--- config.mk ---
export PLATFORM = sky130hd
export DESIGN_NAME = ina219_poll_ctrl
export DESIGN_NICKNAME = d
export VERILOG_FILES = /design/src/rtl/ina219_poll_ctrl.sv
export SDC_FILE = /design/constraint.sdc
export NUM_CORES = 1
export LEC_CHECK = 0
export CAP_MARGIN = 5
export CORE_ASPECT_RATIO = 0.75
export CORE_MARGIN = 3
export CORE_UTILIZATION = 41
export CTS_BUF_LIST = sky130_fd_sc_hd__clkbuf_8 sky130_fd_sc_hd__clkbuf_16
export DETAILED_ROUTE_END_ITERATION = 6
export PLACE_DENSITY = 0.62
export SYNTH_ARGS = -nofsm -noshare
export SYNTH_HDL_FRONTEND = slang
export SYNTH_SLANG_ARGS = --single-unit
--- constraint.sdc ---
create_clock -name clk -period 5.3 [get_ports clk]
set_input_delay 1.06 -clock clk [delete_from_list [all_inputs] [get_ports clk]]
set_output_delay 1.06 -clock clk [all_outputs]
set_load 0.01 [all_outputs]
--- src/rtl/ina219_poll_ctrl.sv ---
// ina219_poll_ctrl: autonomous INA219 poller driving an i2c_master.
// Each round reads shunt-voltage (0x01), bus-voltage (0x02), power (0x03)
// and current (0x04). Every read is a pointer write followed by a read.
// The four results are committed together with a one-cycle sample_valid.
// Optional feature macro: INA_POLL_CONFIG_EN. When it is defined, the first
// round after reset is preceded by one write of CFG_VALUE to register 0x00.
module ina219_poll_ctrl #(
  parameter logic [6:0]  SLV_ADDR    = 7'h40,
  parameter int unsigned POLL_DIV    = 100000,
  parameter int unsigned GAP_CYC     = 5,
  parameter int unsigned TIMEOUT_CYC = 65535,
  parameter logic [15:0] CFG_VALUE   = 16'h399F
) (
  input  logic        clk,
  input  logic        reset,
  input  logic        enable,
  output logic        m_start,
  output logic        m_rd_wr,
  output logic [6:0]  m_slv_addr,
  output logic [7:0]  m_pointer,
  output logic [15:0] m_tx_data,
  input  logic [15:0] m_rx_data,
  input  logic        m_eot,
  output logic [15:0] shunt_v,
  output logic [15:0] bus_v,
  output logic [15:0] power,
  output logic [15:0] current,
  output logic        sample_valid,
  output logic        busy,
  output logic        timeout_err
);

  localparam int unsigned PW = $clog2(POLL_DIV);
  localparam int unsigned GW = $clog2(GAP_CYC + 1);
  localparam int unsigned TW = $clog2(TIMEOUT_CYC + 1);

  localparam logic [PW-1:0] POLL_LOAD = PW'(POLL_DIV - 1);
  localparam logic [GW-1:0] GAP_LAST  = GW'(GAP_CYC - 1);
  localparam logic [TW-1:0] TO_LIMIT  = TW'(TIMEOUT_CYC);

`ifdef INA_POLL_CONFIG_EN
  typedef enum logic [3:0] {
    IDLE, CFG_START, CFG_WAIT, WAIT_TICK, PTR_START, PTR_WAIT,
    GAP, RD_START, RD_WAIT, STORE, COMMIT
  } state_t;
`else
  typedef enum logic [3:0] {
    IDLE, WAIT_TICK, PTR_START, PTR_WAIT,
    GAP, RD_START, RD_WAIT, STORE, COMMIT
  } state_t;
`endif

  state_t        state;
  logic [1:0]    idx;
  logic [GW-1:0] gap_cnt;
  logic [TW-1:0] wait_cnt;
  logic [PW-1:0] poll_cnt;
  logic          eot_q;
  logic          eot_edge;
  logic [15:0]   shadow [4];

`ifdef INA_POLL_CONFIG_EN
  logic          cfg_pending;
  logic [15:0]   tx_data_r;
  assign m_tx_data = tx_data_r;
`else
  logic          unused_cfg;
  assign unused_cfg = ^CFG_VALUE;
  assign m_tx_data  = '0;
`endif

  assign m_slv_addr = SLV_ADDR;
  assign eot_edge   = m_eot & ~eot_q;
  assign busy       = (state != IDLE) && (state != WAIT_TICK);

  function automatic logic [7:0] ptr_of(input logic [1:0] i);
    return {6'd0, i} + 8'd1;
  endfunction

  // Sequencer: start cycles are entered with m_start and the command
  // fields set together, so m_start is high exactly for the start state.
  always_ff @(posedge clk) begin
    if (reset) begin
      state        <= IDLE;
      idx          <= '0;
      gap_cnt      <= '0;
      wait_cnt     <= '0;
      poll_cnt     <= '0;
      eot_q        <= 1'b0;
      m_start      <= 1'b0;
      m_rd_wr      <= 1'b0;
      m_pointer    <= '0;
      shunt_v      <= '0;
      bus_v        <= '0;
      power        <= '0;
      current      <= '0;
      sample_valid <= 1'b0;
      timeout_err  <= 1'b0;
      for (int unsigned i = 0; i < 4; i++) shadow[i] <= '0;
`ifdef INA_POLL_CONFIG_EN
      cfg_pending  <= 1'b1;
      tx_data_r    <= '0;
`endif
    end else begin
      eot_q        <= m_eot;
      m_start      <= 1'b0;
      sample_valid <= 1'b0;
      if (poll_cnt != '0) poll_cnt <= poll_cnt - 1'b1;

      case (state)
        IDLE: begin
          if (enable) begin
`ifdef INA_POLL_CONFIG_EN
            if (cfg_pending) begin
              state     <= CFG_START;
              m_start   <= 1'b1;
              m_rd_wr   <= 1'b0;
              m_pointer <= 8'h00;
              tx_data_r <= CFG_VALUE;
            end else begin
              state     <= PTR_START;
              idx       <= '0;
              poll_cnt  <= POLL_LOAD;
              m_start   <= 1'b1;
              m_rd_wr   <= 1'b0;
              m_pointer <= ptr_of(2'd0);
            end
`else
            state     <= PTR_START;
            idx       <= '0;
            poll_cnt  <= POLL_LOAD;
            m_start   <= 1'b1;
            m_rd_wr   <= 1'b0;
            m_pointer <= ptr_of(2'd0);
`endif
          end
        end

`ifdef INA_POLL_CONFIG_EN
        CFG_START: begin
          cfg_pending <= 1'b0;
          wait_cnt    <= '0;
          state       <= CFG_WAIT;
        end

        // A config timeout is flagged but polling still starts.
        CFG_WAIT: begin
          if (eot_edge || wait_cnt == TO_LIMIT) begin
            if (!eot_edge) timeout_err <= 1'b1;
            state     <= PTR_START;
            idx       <= '0;
            poll_cnt  <= POLL_LOAD;
            m_start   <= 1'b1;
            m_rd_wr   <= 1'b0;
            m_pointer <= ptr_of(2'd0);
          end else begin
            wait_cnt <= wait_cnt + 1'b1;
          end
        end
`endif

        WAIT_TICK: begin
          if (poll_cnt == '0) begin
            if (enable) begin
              state     <= PTR_START;
              idx       <= '0;
              poll_cnt  <= POLL_LOAD;
              m_start   <= 1'b1;
              m_rd_wr   <= 1'b0;
              m_pointer <= ptr_of(2'd0);
            end else begin
              state <= IDLE;
            end
          end
        end

        PTR_START: begin
          wait_cnt <= '0;
          state    <= PTR_WAIT;
        end

        PTR_WAIT: begin
          if (eot_edge) begin
            gap_cnt <= '0;
            state   <= GAP;
          end else if (wait_cnt == TO_LIMIT) begin
            timeout_err <= 1'b1;
            state       <= WAIT_TICK;
          end else begin
            wait_cnt <= wait_cnt + 1'b1;
          end
        end

        GAP: begin
          if (gap_cnt == GAP_LAST) begin
            state   <= RD_START;
            m_start <= 1'b1;
            m_rd_wr <= 1'b1;
          end else begin
            gap_cnt <= gap_cnt + 1'b1;
          end
        end

        RD_START: begin
          wait_cnt <= '0;
          state    <= RD_WAIT;
        end

        RD_WAIT: begin
          if (eot_edge) begin
            state <= STORE;
          end else if (wait_cnt == TO_LIMIT) begin
            timeout_err <= 1'b1;
            state       <= WAIT_TICK;
          end else begin
            wait_cnt <= wait_cnt + 1'b1;
          end
        end

        STORE: begin
          shadow[idx] <= m_rx_data;
          if (idx == 2'd3) begin
            state <= COMMIT;
          end else begin
            idx       <= idx + 2'd1;
            state     <= PTR_START;
            m_start   <= 1'b1;
            m_rd_wr   <= 1'b0;
            m_pointer <= ptr_of(idx + 2'd1);
          end
        end

        COMMIT: begin
          shunt_v      <= shadow[0];
          bus_v        <= shadow[1];
          power        <= shadow[2];
          current      <= shadow[3];
          sample_valid <= 1'b1;
          state        <= WAIT_TICK;
        end

        default: state <= IDLE;
      endcase
    end
  end

endmodule

Word level (Yosys, flattened, before mapping)

Memories as Yosys holds them, arrays and structs flattened. A register that Yosys moved wholly into a read port is not among the register bits.
Cells that the tools add are included.

Div/mod/pow operators: 0
Mux-type cells: 46
Eq/ne operators: 20
Add/sub/neg operators: 5
Bitwise logic cells: 3
Reductions and logical operators: 18
Shift operators: 0
Multiply operators: 0
$lt $le $gt $ge: 0

Operators with widths:

| operator                                           | count |
|---|---|
| 2-to-1 mux 17 bit                                  | 3 |
| 2-to-1 mux 16 bit                                  | 3 |
| one-hot mux 4 bit (9 select lines)                 | 1 |
| one-hot mux 17 bit (2 select lines)                | 1 |
| one-hot mux 16 bit (2 select lines)                | 1 |
| 2-to-1 mux 4 bit                                   | 7 |
| 2-to-1 mux 8 bit                                   | 3 |
| one-hot mux 8 bit (3 select lines)                 | 1 |
| zero test 17 bit                                   | 1 |
| nonzero test 17 bit                                | 1 |
| subtractor 17 x 1 -> 17 bit, second input constant | 1 |
| adder 16 x 1 -> 16 bit, second input constant      | 1 |
| == test 16 bit, second input constant              | 1 |
| == test 4 x 3 -> 1 bit, second input constant      | 4 |
| != test 2 bit, second input constant               | 8 |
| OR reduction 16 bit                                | 1 |
| 2-to-1 mux 1 bit                                   | 15 |
| AND reduction 3 bit                                | 5 |
| 2-to-1 mux 2 bit                                   | 5 |
| == test 4 x 2 -> 1 bit, second input constant      | 2 |
| one-hot mux 1 bit (4 select lines)                 | 2 |
| nonzero test 4 bit                                 | 2 |
| 2-to-1 mux 3 bit                                   | 2 |
| one-hot mux 2 bit (3 select lines)                 | 1 |
| other kinds (17)                                   | 20 |

Input bits: 20
Memories: 1
Latch bits: 0
Word-level logic and storage cells: 104
Register bits: 55
Bits in read-only memories: 0
RAM bits: 64
Output and inout port bits: 100

Memory list:

| name   | words | width | rd ports | clocked after Yosys merged registers in | wr ports | RTL line | source |
|---|---|---|---|---|---|---|---|
| shadow | 4     | 16    | 4        | 4                                       | 4        | 60       | `logic [15:0] shadow [4];` |

Depth between registers and ports, before layout

Gate-level depths: netlist of the first run.

Depth in word-level cells: 6
Mapped depth: 8
Mapped depth without buffers: 7

Worst setup path before layout of the first run

No wires, ideal clock.

Path type: input to register
Start point: input reset
End point: memory shadow[2][0], enable pin
Stages: 3
Arrival time: 2,084 ps
Setup time: 392 ps
Setup slack: 2,823 ps
Buffers on the path: 2
Required time: 4,908 ps
Cell sequence: clkbuf_1 -> clkbuf_1 -> o21bai_1

RTL lines:

| item            | RTL line | source |
|---|---|---|
| start, declared | 15       | `input logic reset,` |
| end, declared   | 60       |  |

Worst setup path after layout of the first run

Start point: register state[2]
End point: output busy

Word-level cells in the longest chain between the ends: 2
Elaborated cells between the ends (all ways): 3
Those cells by class: 1 x eq/ne; 2 x reduce/logical

Ends and longest elaborated chain:

| item                                                                | RTL line | source |
|---|---|---|
| start, declared                                                     | 53       | `state_t state;` |
| start signal, assigned                                              | 84       | `state <= IDLE;` |
| start signal, assigned                                              | 129      | `state <= PTR_START;` |
| start signal, assigned                                              | 165      | `state <= PTR_START;` |
| != test 4 x 1 -> 1 bit / nonzero test 4 bit (equally long branches) | 74       | `assign busy = (state != IDLE) && (state != WAIT_TICK);` |
| logical AND 1 bit (*)                                               | 74       |  |
| end, declared                                                       | 29       | `output logic busy,` |

Mark *: on every way between the ends. The rest lies on a longest branch, timed or not.

==> metrics.md, run 1 <==
| Metric | Value |
|---|---|
| Synth Instances | `769` |
| Status | `complete, no violations` |
| Max Root-Sink Buffers | `2` |
| Via count | `approximately 5600` |
| Layout cells sized above 1 | `0.07143` |
| Final setup viols | `0` |
| Leakage power | `between 3 and 4 nW` |
| Initial antenna violation count | `4` |
| Setup CP Type | `reg -> out` |
| Syn Std Cell Area | `~7500 sq um` |
| Clk Tree Root Cell | `clkbuf_16` |
| Async S/R FF share, synth | `0` |
| CP endpoint kind | `output pin` |
| Max-cap violation count | `0` |
| Clk Latency, worst-skew pair | `between 400 and 500 ps` |
| Synth unique cells | `just over 60` |
| Minimum clock period | `2977 ps` |
| Synth Register Bits | `178` |
| Global-route usage over all layers | `0.1726` |
| Clock Sinks | `around 180` |
| Top FF cell, synth | `dfxtp_1` |
| Post-Layout Cell Count | `1096` |
| ANT cells | `0` |
| Routed Antenna Nets | `0` |
| Post-route DRC | `0` |
| Core Box Area | `17760 sq um` |
| Gpl congestion | `just under 0.8` |
| Hold WS | `453.2 ps` |
| Syn_area_per_cell | `approximately 9.7 sq um` |
| Number of synthesized flops with an enable pin | `64` |
| Boundary Pins | `between 100 and 150` |
| WL/cell | `~16 microns` |
| Starting DRT DRC Count | `roughly 380` |
| Chip height | `between 100 and 150 microns` |
| Slew margin rel. | `0.2094` |
| Worst-path clk slew | `70 ps` |
| Drt via density | `5.065` |
| Commonest non-fill, non-tap cells in the layout | `nand2_1, dfxtp_1, a21oi_1, clkdlybuf4s50_1, and2_1` |
| Crit-path max FO | `21` |
| Cell count after placement | `1064` |
| Worst Clk Skew | `between 10 and 15 ps` |
| Synth-to-layout area growth | `21.08%` |
| Overall die width | `between 150 and 200 microns` |
| Setup_tns | `0 ps` |
| Post-CTS Setup Repair Bufs | `0` |
| Top post-synthesis cells by area | `dfxtp_1, edfxtp_1, nand2_1` |
| PwrDens | `336.6 nW/um^2` |
| Die area | `19900 sq um` |
| Slew of the pin with the lowest slew margin | `1177 ps` |
| Starting Density | `0.4208` |
| HPWL reported at the end of detailed placement | `11790 microns` |
| RSZ-0062 raised after global routing | `no` |
| Largest net degree at the start of global routing | `66` |
| Place WS | `about 2100 ps` |
| Post-Route Utilization | `0.5094` |
| Worst EP required | `4240 ps` |
| Post-synth top area share | `0.3054` |
| # hold bufs at CTS | `0` |
| Final Hold Fails | `0` |
| Yosys top cell by area | `dfxtp_1` |
| Fin. max-slew vios | `0` |
| Hold Crit Class | `reg -> reg` |
| CTS Buf Count | `17` |
| Most common cell after layout, fill and taps aside | `nand2_1` |
| GRT overflow | `0` |
| Final Net Count | `just under 900` |
| Row cnt | `42` |
| DR pass1 iterations | `4` |
| VDD IR-drop max | `approximately 0.22 mV` |
| Part of the Yosys area used for sequential elements | `0.5625` |
| WL final | `17050 microns` |
| Tcrit/Tclk final | `0.5616` |
| Resize count post-CTS | `0` |
| Global-route wire length before repair | `~27000 microns` |
| Htree depth | `4` |
| Vias in the first global route | `just over 5000` |
| Port bufs | `91` |
| Ys Warns | `0` |
| WP data arrival | `1920 ps` |
| Final Worst Setup Slack | `around 2300 ps` |
| Startpoint class of the critical path | `flip-flop` |
| CTS tree | `built` |
| Fmax | `335.9 MHz` |
[state kept, by name, summed over array words and instances (netlist names), 2 cells and up]
name,count
poll_cnt,17
power,16
shunt_v,16
shadow,64
gap_cnt,3
wait_cnt,16
bus_v,16
state,4
idx,2
current,16
m_pointer,3
[report_power, final]
group          total (mW)  switching, mW  internal [mW]
logic               0.261          0.158          0.103
registers            1.50         0.0434           1.45
clock network        1.29          0.538          0.748
[layer usage]
layer,global-route usage,part of all wire,up-vias
met5,0,0,-
met4,0.05647,0.013,0
met3,0.03851,0.065,16
met2,0.2621,0.45,144
met1,0.2466,0.47,2656
li1,-,-,2735
[worst max-delay path, cell delays in order, from the launching register on]
cell and delay [ps]:
dfxtp_1 740, or3_1 220, clkdlybuf4s50_1 540
[cells in the mapped netlist (3+ instances only)]
cell type / instances
ha_1: 6
o31ai_1: 7
buf_2: 6
a21oi_1: 99
dfxtp_1: 114
a211oi_1: 5
buf_4: 29
nand3b_1: 6
a21o_1: 3
or3_1: 12
xor2_1: 5
o21ai_0: 10
nand4_1: 4
nor2_1: 30
clkbuf_1: 29
nand2b_1: 7
nand3_1: 10
nand2_1: 148
inv_1: 10
nor4_2: 5
nor2b_1: 5
nor4_1: 5
buf_1: 5
xnor2_1: 11
edfxtp_1: 64
and4_1: 4
and2_1: 65
or2_2: 3
nor3_1: 10
and3_1: 5
or4_1: 8
[stage by stage]
step	total power, mW	instance area [sq um]
6_report	3.045	9049
5_1_grt	3.162	9049
4_1_cts	3.069	9049
3_5_place_dp	1.786	8441
3_3_place_gp	1.780	8441
2_1_floorplan	1.725	7571
[final cells by class]
class                   count  area (sq um)
clock buffers              17         425.4
clock inverters            15         182.7
fillers                  1655          8713
inverters                  10         37.54
multi-input cells         536          2938
flip-flops and latches    178          4204
well taps                 242         302.8
repair buffers             98         958.4
[worst paths after layout]
path,from,end,slack [ps],cells after the start
worst min-delay path,power[0]$_SDFFE_PP0P_,power[0]$_SDFFE_PP0P_,450,2
worst max register to register,state[0]$_SDFFE_PP0P_,shadow[1][8]$_SDFFCE_PN0P_,2340,4
worst min register to register,power[0]$_SDFFE_PP0P_,power[0]$_SDFFE_PP0P_,450,2
worst max-delay path,state[2]$_SDFFE_PP0P_,busy,2320,2
[logic make-up after synthesis]
group | Yosys count | share of synthesized area
DFF | 178 | 0.5625
AOI/OAI and AO/OA | 143 | 0.1105
muxes | 1 | 0.001339
adders and majority gates | 6 | 0.01004
buffers and inverters | 81 | 0.05826
and+or+nand+nor | 342 | 0.2376
other | 2 | 0.001005
xor gates and xnor gates | 16 | 0.01875
Power figures use the tool's default switching activity.
==> inputs of run 2 (changes only) <==
Settings changed: PLACE_DENSITY 0.62 to 0.64.
Clock period 5.3 ns to 2.55 ns, I/O delays scaled along.
==> metrics.md, run 2 (synthesis gave the netlist of run 1 again) <==
| Metric | Value |
|---|---|
| WL final | `16690 microns (-2.1%)` |
| Max reg flops | `64 (unchanged)` |
| Worst Setup EP | `busy` |
| Worst Clk Skew | `8.941 ps (-3.712 ps)` |
| Internal power | `4.736 mW (+110%)` |
| Vias in the first global route | `4749 (-8.3%)` |
| R2r endpoint | `wait_cnt[15]$_SDFFE_PP0P_` |
| Core Box Area | `17760 sq um (unchanged)` |
| Logic pwr share | `0.091 (+0.005)` |
| Hold Crit Class | `reg -> reg` |
| Drt via density | `4.940 (-2.5%)` |
| WP data arrival | `1880 ps (-40 ps)` |
| Boundary Pins | `120 (unchanged)` |
| Initial antenna violation count | `1 (-3)` |
| Clock share of power | `0.417 (-0.005)` |
| DR pass1 iterations | `5 (+1)` |
| Gpl congestion | `0.7759 (+0.73%)` |
| Slew of the pin with the lowest slew margin | `711.9 ps (-464.9 ps)` |
| Clock Sinks | `178 (unchanged)` |
| Tcrit/Tclk final | `0.9360` |
| Post-route DRC | `0 (unchanged)` |
| Worst-path clk slew | `70 ps (about the same)` |
| Fmax | `419.0 MHz` |
| Synth-to-layout area growth | `22.64%` |
| Starting Density | `0.4208 (unchanged)` |
| Startpoint class of the critical path | `flip-flop` |
| WL/cell | `15.07 microns (-3.1%)` |
| Post-CTS Setup Repair Bufs | `0 (unchanged)` |
| CP startpoint | `state[2]$_SDFFE_PP0P_` |
| Global-route usage over all layers | `0.1672 (-0.005454)` |
| CP endpoint kind | `output pin` |
| R2R Setup Slk | `500 ps (-1840 ps)` |
| Crit-path max FO | `12 (-43%)` |
| Net Sw Frac | `0.2469 (+0.004128)` |
| Minimum clock period | `between 2000 and 2500 ps` |
| Leakage power | `3.183 nW (+2.2%)` |
| Largest net degree at the start of global routing | `66 (unchanged)` |
| Final Net Count | `879 (+1.4%)` |
| GRT overflow | `0 (unchanged)` |
| Overall die width | `161.9 microns (unchanged)` |
| Via count | `5474 (-1.4%)` |
| ANT cells | `0 (unchanged)` |
| Setup_tns | `0 ps (unchanged)` |
| Setup CP Type | `reg -> out` |
| Slew margin rel. | `0.5242 (+0.3148)` |
| Max Root-Sink Buffers | `2 (unchanged)` |
| Global-route wire length before repair | `26060 microns (-3.5%)` |
| Clk Tree Root Cell | `clkbuf_16` |
| Reg2reg path depth | `7 (+3)` |
| Commonest non-fill, non-tap cells in the layout | `nand2_1, dfxtp_1, a21oi_1, clkdlybuf4s50_1, and2_1` |
| Chip height | `122.9 microns (unchanged)` |
| Max-cap violation count | `0 (unchanged)` |
| FF/Latch Area | `4205 sq um (about the same)` |
| Starting DRT DRC Count | `407 (+6.0%)` |
| Final setup viols | `0 (unchanged)` |
| Routed Antenna Nets | `0 (unchanged)` |
| Clk Latency, worst-skew pair | `420 ps (about the same)` |
| Final Hold Fails | `0 (unchanged)` |
| Htree depth | `4 (unchanged)` |
| Layout cells sized above 1 | `0.08430 (+0.01287)` |
| Row cnt | `42 (unchanged)` |
| Post-Route Utilization | `0.5160 (+0.006551)` |
| Die area | `19900 sq um (unchanged)` |
| PwrDens | `686.1 nW/um^2 (+100%)` |
| Status | `complete, no violations` |
| Worst EP required | `2040 ps (-2200 ps)` |
| RSZ-0062 raised after global routing | `no` |
| Fill cells | `1670 (+0.91%)` |
| Multi-input gate area | `2938 sq um (unchanged)` |
| Most common cell after layout, fill and taps aside | `nand2_1` |
| CTS Buf Count | `17 (unchanged)` |
| Net switching power | `1.553 mW (+110%)` |
| Tot Pwr | `6.288 mW (+110%)` |
| VDD IR-drop max | `0.4794 mV (+110%)` |
| Top reg by flops | `shadow` |
| CTS tree | `built` |
| Port bufs | `91 (unchanged)` |
| Share of power burned in registers | `0.493 (about the same)` |
| HPWL reported at the end of detailed placement | `11340 microns (-3.9%)` |
| Reg-to-reg startpoint | `state[0]$_SDFFE_PP0P_` |
| Fin. max-slew vios | `0 (unchanged)` |
| Largest regs | `shadow: 64 flops, poll_cnt: 17 flops` |
run 2: cell count changes in the layout (fill, tap and decap cells not counted), sizes merged:
| cell | previous run | this run |
|---|---|---|
| inv | 15 | 16 |
| buf | 8 | 20 |
| bufinv | 3 | 2 |
| clkbuf | 17 | 18 |
| clkinvlp | 2 | 1 |
run 2: final cells by class:
class                      count  share of cell area
tap                          242             0.03304
inverter                      10            0.004096
clock buffer                  18             0.04792
clock inverter                14             0.01679
timing repair buffer         110              0.1188
sequential                   178              0.4588
multi-input combinational    536              0.3205
run 2: power by group through the flow:
| stage | Combinational [mW] | Sequential, mW | Clock, mW |
|---|---|---|---|
| 2_1_floorplan | 0.449 | 3.14 | 0 |
| 3_3_place_gp | 0.566 | 3.16 | 0 |
| 3_5_place_dp | 0.566 | 3.16 | 0 |
| 5_1_grt | 0.631 | 3.11 | 2.80 |
| 6_report | 0.571 | 3.10 | 2.62 |
| 4_1_cts | 0.569 | 3.10 | 2.67 |
run 2: how the worst min path moves through the flow:
| stage | depth (start not counted) | slack, ps | startpoint | end |
|---|---|---|---|---|
| after global routing | 2 | 470 | power[12]$_SDFFE_PP0P_ | power[12]$_SDFFE_PP0P_ |
| after global placement | 2 | 440 | shunt_v[2]$_SDFFE_PP0P_ | shunt_v[2]$_SDFFE_PP0P_ |
| after CTS | 2 | 460 | bus_v[5]$_SDFFE_PP0P_ | bus_v[5]$_SDFFE_PP0P_ |
| after detailed placement | 2 | 450 | bus_v[5]$_SDFFE_PP0P_ | bus_v[5]$_SDFFE_PP0P_ |
| after floorplan | 2 | 450 | wait_cnt[15]$_SDFFE_PP0P_ | wait_cnt[15]$_SDFFE_PP0P_ |
| final | 2 | 450 | bus_v[5]$_SDFFE_PP0P_ | bus_v[5]$_SDFFE_PP0P_ |
run 2: worst max-delay path: stages (launching register included):
cell,delay (ps)
dfxtp_1,430
buf_4,230
or3_1,320
clkdlybuf4s50_1,490
run 2: through the flow:
| step | instance area (sq um) | setup slack (ps) | cells | hold WS [ps] |
|---|---|---|---|---|
| global route | 9165 | 46.65 | 1108 | 471.8 |
| global placement | 8571 | 248.4 | 1076 | 442.1 |
| floorplan | 7571 | 484.7 | 795 | 447.7 |
| finish | 9165 | 163.3 | 1108 | 452.4 |
| detailed placement | 8571 | 199.2 | 1076 | 446.1 |
| CTS | 9164 | 56.61 | 1108 | 456.2 |
run 2: what timing repair did:
item                       4_1_cts  5_1_grt
hold buffers                     0        0
resized for setup                0        1
setup endpoints to repair        0        1
run 2: metal layers:
| layer | vias to the layer above | global-route usage | share of wire |
|---|---|---|---|
| met5 | - | 0 | 0 |
| met3 | 10 | 0.03416 | 0.048 |
| met1 | 2559 | 0.2601 | 0.52 |
| li1 | 2757 | - | - |
| met2 | 148 | 0.2348 | 0.42 |
| met4 | 0 | 0.04475 | 0.0078 |
